$ cat src/rtl/jk_mod_counter.sv
// Modulo-MODULUS up/down counter whose state bits advance by the JK flip-flop rule.
// The per-bit J/K drives are exported so a discrete bank of JK cells can track it in lock-step.
module jk_mod_counter #(
    parameter int WIDTH   = 4,
    parameter int MODULUS = 10
) (
    input  logic             clk,
    input  logic             reset,
    input  logic             en,
    input  logic             up,
    input  logic             load,
    input  logic [WIDTH-1:0] load_val,
    output logic [WIDTH-1:0] count,
    output logic             tc,
    output logic [WIDTH-1:0] j_vec,
    output logic [WIDTH-1:0] k_vec
);

    localparam logic [WIDTH:0]   MOD_EXT = (WIDTH + 1)'(MODULUS);
    localparam logic [WIDTH-1:0] MAX_VAL = WIDTH'(MODULUS - 1);

    generate
        if (MODULUS < 2 || MODULUS > (1 << WIDTH)) begin : g_bad_modulus
            $error("jk_mod_counter: MODULUS must lie in 2..2**WIDTH");
        end
    endgenerate

    logic [WIDTH-1:0] count_q, count_d;
    logic             tc_q, tc_d;
    logic [WIDTH:0]   cnt_ext, cnt_inc, cnt_dec, load_ext;
    logic [WIDTH-1:0] load_tgt;
    logic             at_max, at_zero;

    // Increment/decrement carry one extra bit so MODULUS == 2**WIDTH still compares correctly.
    always_comb begin
        cnt_ext  = {1'b0, count_q};
        cnt_inc  = cnt_ext + 1'b1;
        cnt_dec  = cnt_ext - 1'b1;
        load_ext = {1'b0, load_val};
        at_max   = (cnt_inc == MOD_EXT);
        at_zero  = cnt_dec[WIDTH];
        load_tgt = (load_ext < MOD_EXT) ? load_val : MAX_VAL;
    end

    always_comb begin
        j_vec = '0;
        k_vec = '0;
        tc_d  = 1'b0;
        if (load) begin
            j_vec = load_tgt;
            k_vec = ~load_tgt;
        end else if (en) begin
            if (up) begin
                if (at_max) begin
                    k_vec = count_q;
                    tc_d  = 1'b1;
                end else begin
                    j_vec = count_q ^ cnt_inc[WIDTH-1:0];
                    k_vec = count_q ^ cnt_inc[WIDTH-1:0];
                end
            end else begin
                if (at_zero) begin
                    j_vec = MAX_VAL;
                    tc_d  = 1'b1;
                end else begin
                    j_vec = count_q ^ cnt_dec[WIDTH-1:0];
                    k_vec = count_q ^ cnt_dec[WIDTH-1:0];
                end
            end
        end
    end

    // Next state is literally the JK characteristic equation, so the exported drives cannot diverge.
    always_comb begin
        count_d = '0;
        for (int i = 0; i < WIDTH; i++) begin
            count_d[i] = (j_vec[i] & ~count_q[i]) | (~k_vec[i] & count_q[i]);
        end
    end

    always_ff @(posedge clk or negedge reset) begin
        if (!reset) begin
            count_q <= '0;
            tc_q    <= 1'b0;
        end else begin
            count_q <= count_d;
            tc_q    <= tc_d;
        end
    end

    assign count = count_q;
    assign tc    = tc_q;

endmodule
$ cat config.mk
export PLATFORM = sky130hd
export DESIGN_NAME = jk_mod_counter
export DESIGN_NICKNAME = d
export VERILOG_FILES = /design/src/rtl/jk_mod_counter.sv
export SDC_FILE = /design/constraint.sdc
export NUM_CORES = 1
export LEC_CHECK = 0
export BUFFER_PORTS_ARGS = -buffer_cell sky130_fd_sc_hd__buf_4
export CORE_UTILIZATION = 46
export CTS_CLUSTER_DIAMETER = 60
export DETAILED_ROUTE_END_ITERATION = 12
export GPL_TIMING_DRIVEN = 0
export MAX_ROUTING_LAYER = met4
export PLACE_DENSITY = 0.75
export SKIP_LAST_GASP = 1
export SLEW_MARGIN = 20
export SYNTH_ARGS = -nofsm -noshare
export SYNTH_HDL_FRONTEND = slang
export SYNTH_SLANG_ARGS = --single-unit
$ cat constraint.sdc
create_clock -name clk -period 3.11 [get_ports clk]
set_input_delay 0.1555 -clock clk [delete_from_list [all_inputs] [get_ports clk]]
set_output_delay 0.1555 -clock clk [all_outputs]
set_load 0.02 [all_outputs]
==> reports/results.ini, run 1 <==
[cts]
cts_htree_levels=1
worstSkewPairLatency_ns=0.24
cts_resized=0
postCtsHoldBufs=1
post_cts_buffers=0
clockRootBuffer=clkbuf_4
cts_tree=built
clock_sinks=5
clkTransAtPathRegs_ns=0.05
numCtsBuffers=3
clockBufferDepth=2

[placed_design]
dpl_cell_area_sq_um=805
dp_cells=111
portBuffers=21
finalWeightedCongestion=0.904
post-dp-hpwl_um=1290

[logic_synthesis]
syn_area_sq_um=629
yosys_warnings=0
syn_nets=89
async_flop_share_pct=100
synth.area.top_cells=dfrtp_1, ha_1, a21oi_1
synth_top_area_cell=dfrtp_1
ys_ff_latch=5
ys.flop_type=dfrtp_1
synth_cells=76
synth.top_cells.by_count=a21oi_1, nand2_1, nor2_1, dfrtp_1
synth_area_per_cell_sq_um=8.28
synth_edf_count=0
synth_top_area_share_pct=19.9
yosysUniqueCellTypes=36
synth-seq-area-share_pct=19.9

[timing]
fin_crit_ns=2.45
period_share_pct=78.7
rsz0062_at_grt=false
hold_viol_final=0
tns_ns=0
max_clock_freq_mhz=408
setup_viol=0
slew-limit-headroom_pct=71.5
slew_violations=0
worst_slew_pin_slew_ns=0.423
finClkSkew_ns=0.00358

[floorplan]
dieWidth_um=39.0
pin_count=22
fp-row-count=12
core_sq_mm=0.00119
fp.dieH_um=39.0
initial_core_util_pct=53.1
die_area_sq_mm=0.00152

[layout]
fin_nets=116
final_area_sq_um=841
drive_above_1_share_pct=34.3
area_growth_pct=33.6
instances_no_fill=116
antenna_cells=0
fin_util_pct=70.9

[grt]
grt_pass1_vias=596
antenna_found_initial=0
grt_overflow=0
grtUsageTotal_pct=27.8
grt_pass1_wl_um=2770
grt_max_degree=13

[route]
drt_wl_total_um=1730
drc=0
wl_per_cell_um=14.9
drt_first_pass_iters=4
ant_nets=0
num_vias=704
drt_iter0_drc=27
viasPerCell=6.07

[critical_path]
critPathCapture=k_vec[3]
rr_worst_depth=7
crit_fanout=9
setup.worst_path.class=reg -> out
regToRegEndpoint=count[3]
max_stage_delay_ns=0.47
cp.required_ns=2.95
cp-end-kind=primary output
crit_slowest_cell=a2111oi_2
path_cells=buf_2 > inv_1 > ha_1 > nor3b_4 > a31o_2 > a2111oi_2 > a211oi_1 > buf_4
crit_arrival_ns=2.29
r2r_slack_ns=1.02
reg2reg_from=count[1]
start_kind=register
crit_start=count[1]

[min_path]
hold_class=in -> reg

[power]
p_per_area_mw_per_mm2=612
vdd_ir_drop_max_mv=0.304
p_leak_uw=0.000392

[job]
drv_cap=0

[outcome]
status=finished, final reports clean

==> cell type report <==
| type | count | area (sq um) |
|---|---|---|
| Multi-Input combinational cell | 64 | 470 |
| Fill cell | 104 | 345 |
| Timing Repair Buffer | 22 | 168 |
| Sequential cell | 5 | 125 |
| Clock buffer | 4 | 26.3 |
| Buffer | 4 | 22.5 |
| Tap cell | 14 | 17.5 |
| Inverter | 3 | 11.3 |
==> worst max-delay path: cells and delay by family, from the launching register on <==
family | cells | cell delay (ns)
DFF | 1 | 0.40
adders and majority gates | 1 | 0.21
AOI/OAI and AO/OA | 3 | 0.77
and+or+nand+nor | 1 | 0.18
buffers and inverters | 3 | 0.48
==> through the flow <==
stage	hold WS [ns]	power [uW]	setup WS, ns
5_1_grt	0.203	554	0.579
4_1_cts	0.188	517	0.668
6_report	0.201	515	0.661
3_5_place_dp	-0.0404	433	0.941
3_3_place_gp	-0.0443	430	0.976
2_1_floorplan	-0.140	330	0.951
==> worst min-delay path by stage <==
stage | startpoint | endpoint | depth (start not counted)
2_1_floorplan | reset | count[0] | 0
3_3_place_gp | reset | count[1] | 1
3_5_place_dp | reset | count[0] | 1
4_1_cts | load_val[1] | count[1] | 2
5_1_grt | load_val[1] | count[1] | 2
6_report | load_val[1] | count[1] | 2
==> report_power, final <==
group          internal, uW  switching [uW]
logic                   143             177
registers              83.8            34.9
clock network          48.5            27.3
total                   276             239
==> placed cells by master (no fill, tap or decap), types with 2 or more instances in the layout <==
cell type  synthesis  final
buf_4              1     22
nand2_1            6      6
nor2_1             6      6
a21oi_1            6      6
dfrtp_1            5      5
o21ai_0            4      4
nand2b_1           4      4
ha_1               4      4
buf_2              3      3
inv_1              3      3
a211oi_1           3      3
clkbuf_4           0      3
nor2b_1            2      2
a22o_1             2      2
a211o_1            2      2
o21a_1             2      2
a221o_1            2      2
nor3_1             2      2
==> sequential cells by signal (all words and copies together) (netlist names) <==
register / flops
tc: 1
count: 4
==> per-layer routing <==
metal | up-vias | part of all wire, % | GRT usage (%)
met4 | 0 | 2.3 | 18.1
met1 | 321 | 45 | 34.1
met2 | 38 | 48 | 43.8
li1 | 341 | - | -
met3 | 4 | 5.5 | 1.73
met5 | - | 0 | -
==> cell families (layout without fill, tap and decap cells) <==
| kind of cell | count (synthesis) | count (layout) | synth area share [%] |
|---|---|---|---|
| simple gates | 29 | 29 | 27.8 |
| xor+xnor | 2 | 2 | 2.78 |
| fa+ha+maj | 4 | 4 | 7.95 |
| compound gates | 29 | 29 | 36.2 |
| flops | 5 | 5 | 19.9 |
| buf+inv | 7 | 33 | 5.37 |
No activity file was read; power rests on OpenSTA's default activity.
==> run 2: changes to the inputs <==
ABC_AREA = 1   (was unset)
CORE_UTILIZATION = 42   (was 46)
PLACE_DENSITY = 0.74   (was 0.75)
clock period = 2.2 ns   (was 3.11 ns; I/O delays follow)
==> run 2 against run 1 <==
  * Register-to-register slack worse by 0.51 ns
  * Sequential power up 70%
  * Non-clock buffer count down 4
  * Highest routed layer is now met3
  * Count of clock-buffer cells in the layout unchanged
  * Clock power up 44%
  * Final area down 4.3%
==> reports/results.ini, run 2 <==
[outcome]
status=finished, final reports clean

[placed_design]
pre_cts_ws_ns=0.344
post-dp-hpwl_um=1350
finalWeightedCongestion=0.868
portBuffers=21

[layout]
antenna_cells=0
layout_common_cells=nand2_1, buf_4, nand3_1
area_growth_pct=36.5
drive_above_1_share_pct=27.6
multi_input_area_sq_um=400
fill_cells=139
fin_nets=141
final_common_cell=nand2_1
largest_reg_flops=4
seq_area_sq_um=128

[logic_synthesis]
synth_edf_count=0
synth.area.top_cells=nand2_1, dfrtp_1, nand3_1
synth_top_area_share_pct=21.7
syn_area_sq_um=589
synth-seq-area-share_pct=21.2
async_flop_share_pct=100
syn_nets=114
yosysUniqueCellTypes=17
synth_top_area_cell=nand2_1
synth_cells=101
synth_most_common_cell=nand2_1
yosys_warnings=0
ys.flop_type=dfrtp_1
synth_area_per_cell_sq_um=5.83
ys_ff_latch=5
synth.top_cells.by_count=nand2_1, nand3_1, inv_1, nor2_1

[timing]
hold_viol_final=0
finClkSkew_ns=0.00339
rsz0062_at_grt=false
fin_crit_ns=2.00
worst_slew_pin_slew_ns=0.263
setup_viol=0
tns_ns=0
slew-limit-headroom_pct=82.4
slew_violations=0
max_clock_freq_mhz=499
setup_ws_ns=0.196
period_share_pct=91.1

[grt]
grt_max_degree=9
grt_pass1_wl_um=2530
grt_pass1_vias=607
grt_overflow=0
grtUsageTotal_pct=24.5
antenna_found_initial=0

[cts]
post_cts_buffers=0
cts_htree_levels=1
clock_sinks=5
cts_tree=built
clockBufferDepth=2
clockRootBuffer=clkbuf_4
numCtsBuffers=3
clkTransAtPathRegs_ns=0.05
worstSkewPairLatency_ns=0.25

[critical_path]
start_kind=register
critical_path.top_delay_family=simple AND/OR/NAND/NOR gates
cp.required_ns=2.09
setup.worst_path.class=reg -> out
crit_top_cell=nand3_1
cp-end-kind=primary output
path_cells=inv_1 > ha_1 > inv_1 > nand2_1 > nand3_1 > nand3_1 > nor2_1 > nand3_1 > nand2_1 > buf_4
crit_arrival_ns=1.89
max_stage_delay_ns=0.46
crit_start=count[0]
path_buf_inv=3
reg2reg_from=count[0]
crit_fanout=8
crit_slowest_cell=dfrtp_2

[route]
ant_nets=0
drt_wl_total_um=1680
num_vias=727
drt_iter0_drc=20
drc=0
wl_per_cell_um=11.8
viasPerCell=5.12
drt_first_pass_iters=4

[floorplan]
fp.dieH_um=39.5
initial_core_util_pct=45.3
die_area_sq_mm=0.00156
core_sq_mm=0.00130
dieWidth_um=39.5
pin_count=22
fp-row-count=13

[power]
p_per_area_mw_per_mm2=1100
p_leak_uw=0.000468
vdd_ir_drop_max_mv=0.547

[min_path]
hold_class=in -> async

[job]
drv_cap=0

run 2: cell count changes in the layout (fill, tap and decap cells not counted), moves of 3 or more:
cell | previous run | this run
nand2_1 | 6 | 34
nand3_1 | 1 | 15
buf_2 | 3 | 0
nand2b_1 | 4 | 0
inv_1 | 3 | 13
a211oi_1 | 3 | 0
inv_2 | 0 | 4
run 2: worst paths after layout:
check	endpoint	slack, ns	depth (start not counted)
hold / removal	count[3]	0.21	2
max in group asynchronous	count[0]	1.86	2
setup / recovery	k_vec[1]	0.20	10
hold reg to reg	count[1]	0.63	2
min in group clk	count[3]	0.22	5
setup reg to reg	count[1]	0.51	10
run 2: metal layers:
metal  up-vias  track usage, %  part of all wire, %
li1        380               -                    -
met3         0            3.41                  3.4
met2        18            42.6                   50
met4         0            7.76                    0
met1       329            28.7                   46
met5         -               -                    0
run 2: cell families (layout without fill, tap and decap cells):
group	after synthesis	in the layout	synth area share [%]
flops	5	5	21.2
simple gates	65	65	50.5
buf+inv	17	43	10.8
compound gates	10	10	8.92
fa+ha+maj	4	4	8.49
run 2: metrics by stage:
stage	utilization (%)	power (uW)	hold slack, ns	cell area [sq um]	cells
finish	61.8	889	0.213	805	142
global route	61.8	973	0.211	805	142
CTS	61.6	888	0.202	802	142
detailed placement	58.8	774	-0.0828	766	137
global placement	58.8	761	-0.0877	766	137
floorplan	-	577	-0.186	589	101
run 2: area by class of cell:
cell class | count | area share, %
inverter | 17 | 7.93
tap | 15 | 2.33
clock buffer | 4 | 3.27
sequential | 5 | 15.9
multi-input combinational | 79 | 49.8
timing repair buffer | 22 | 20.8
run 2: power breakdown:
group / internal [uW] / switching (uW) / leakage, uW
logic: 220 / 358 / 0.000393
clock network: 68.7 / 40.0 / 0.0000150
registers: 129 / 73.9 / 0.0000607
total: 417 / 472 / 0.000468
run 2: repair_timing:
item	4_1_cts	5_1_grt
setup endpoints to repair	0	1
hold endpoints to repair	5	0
hold buffers	1	0
resized for setup	0	3
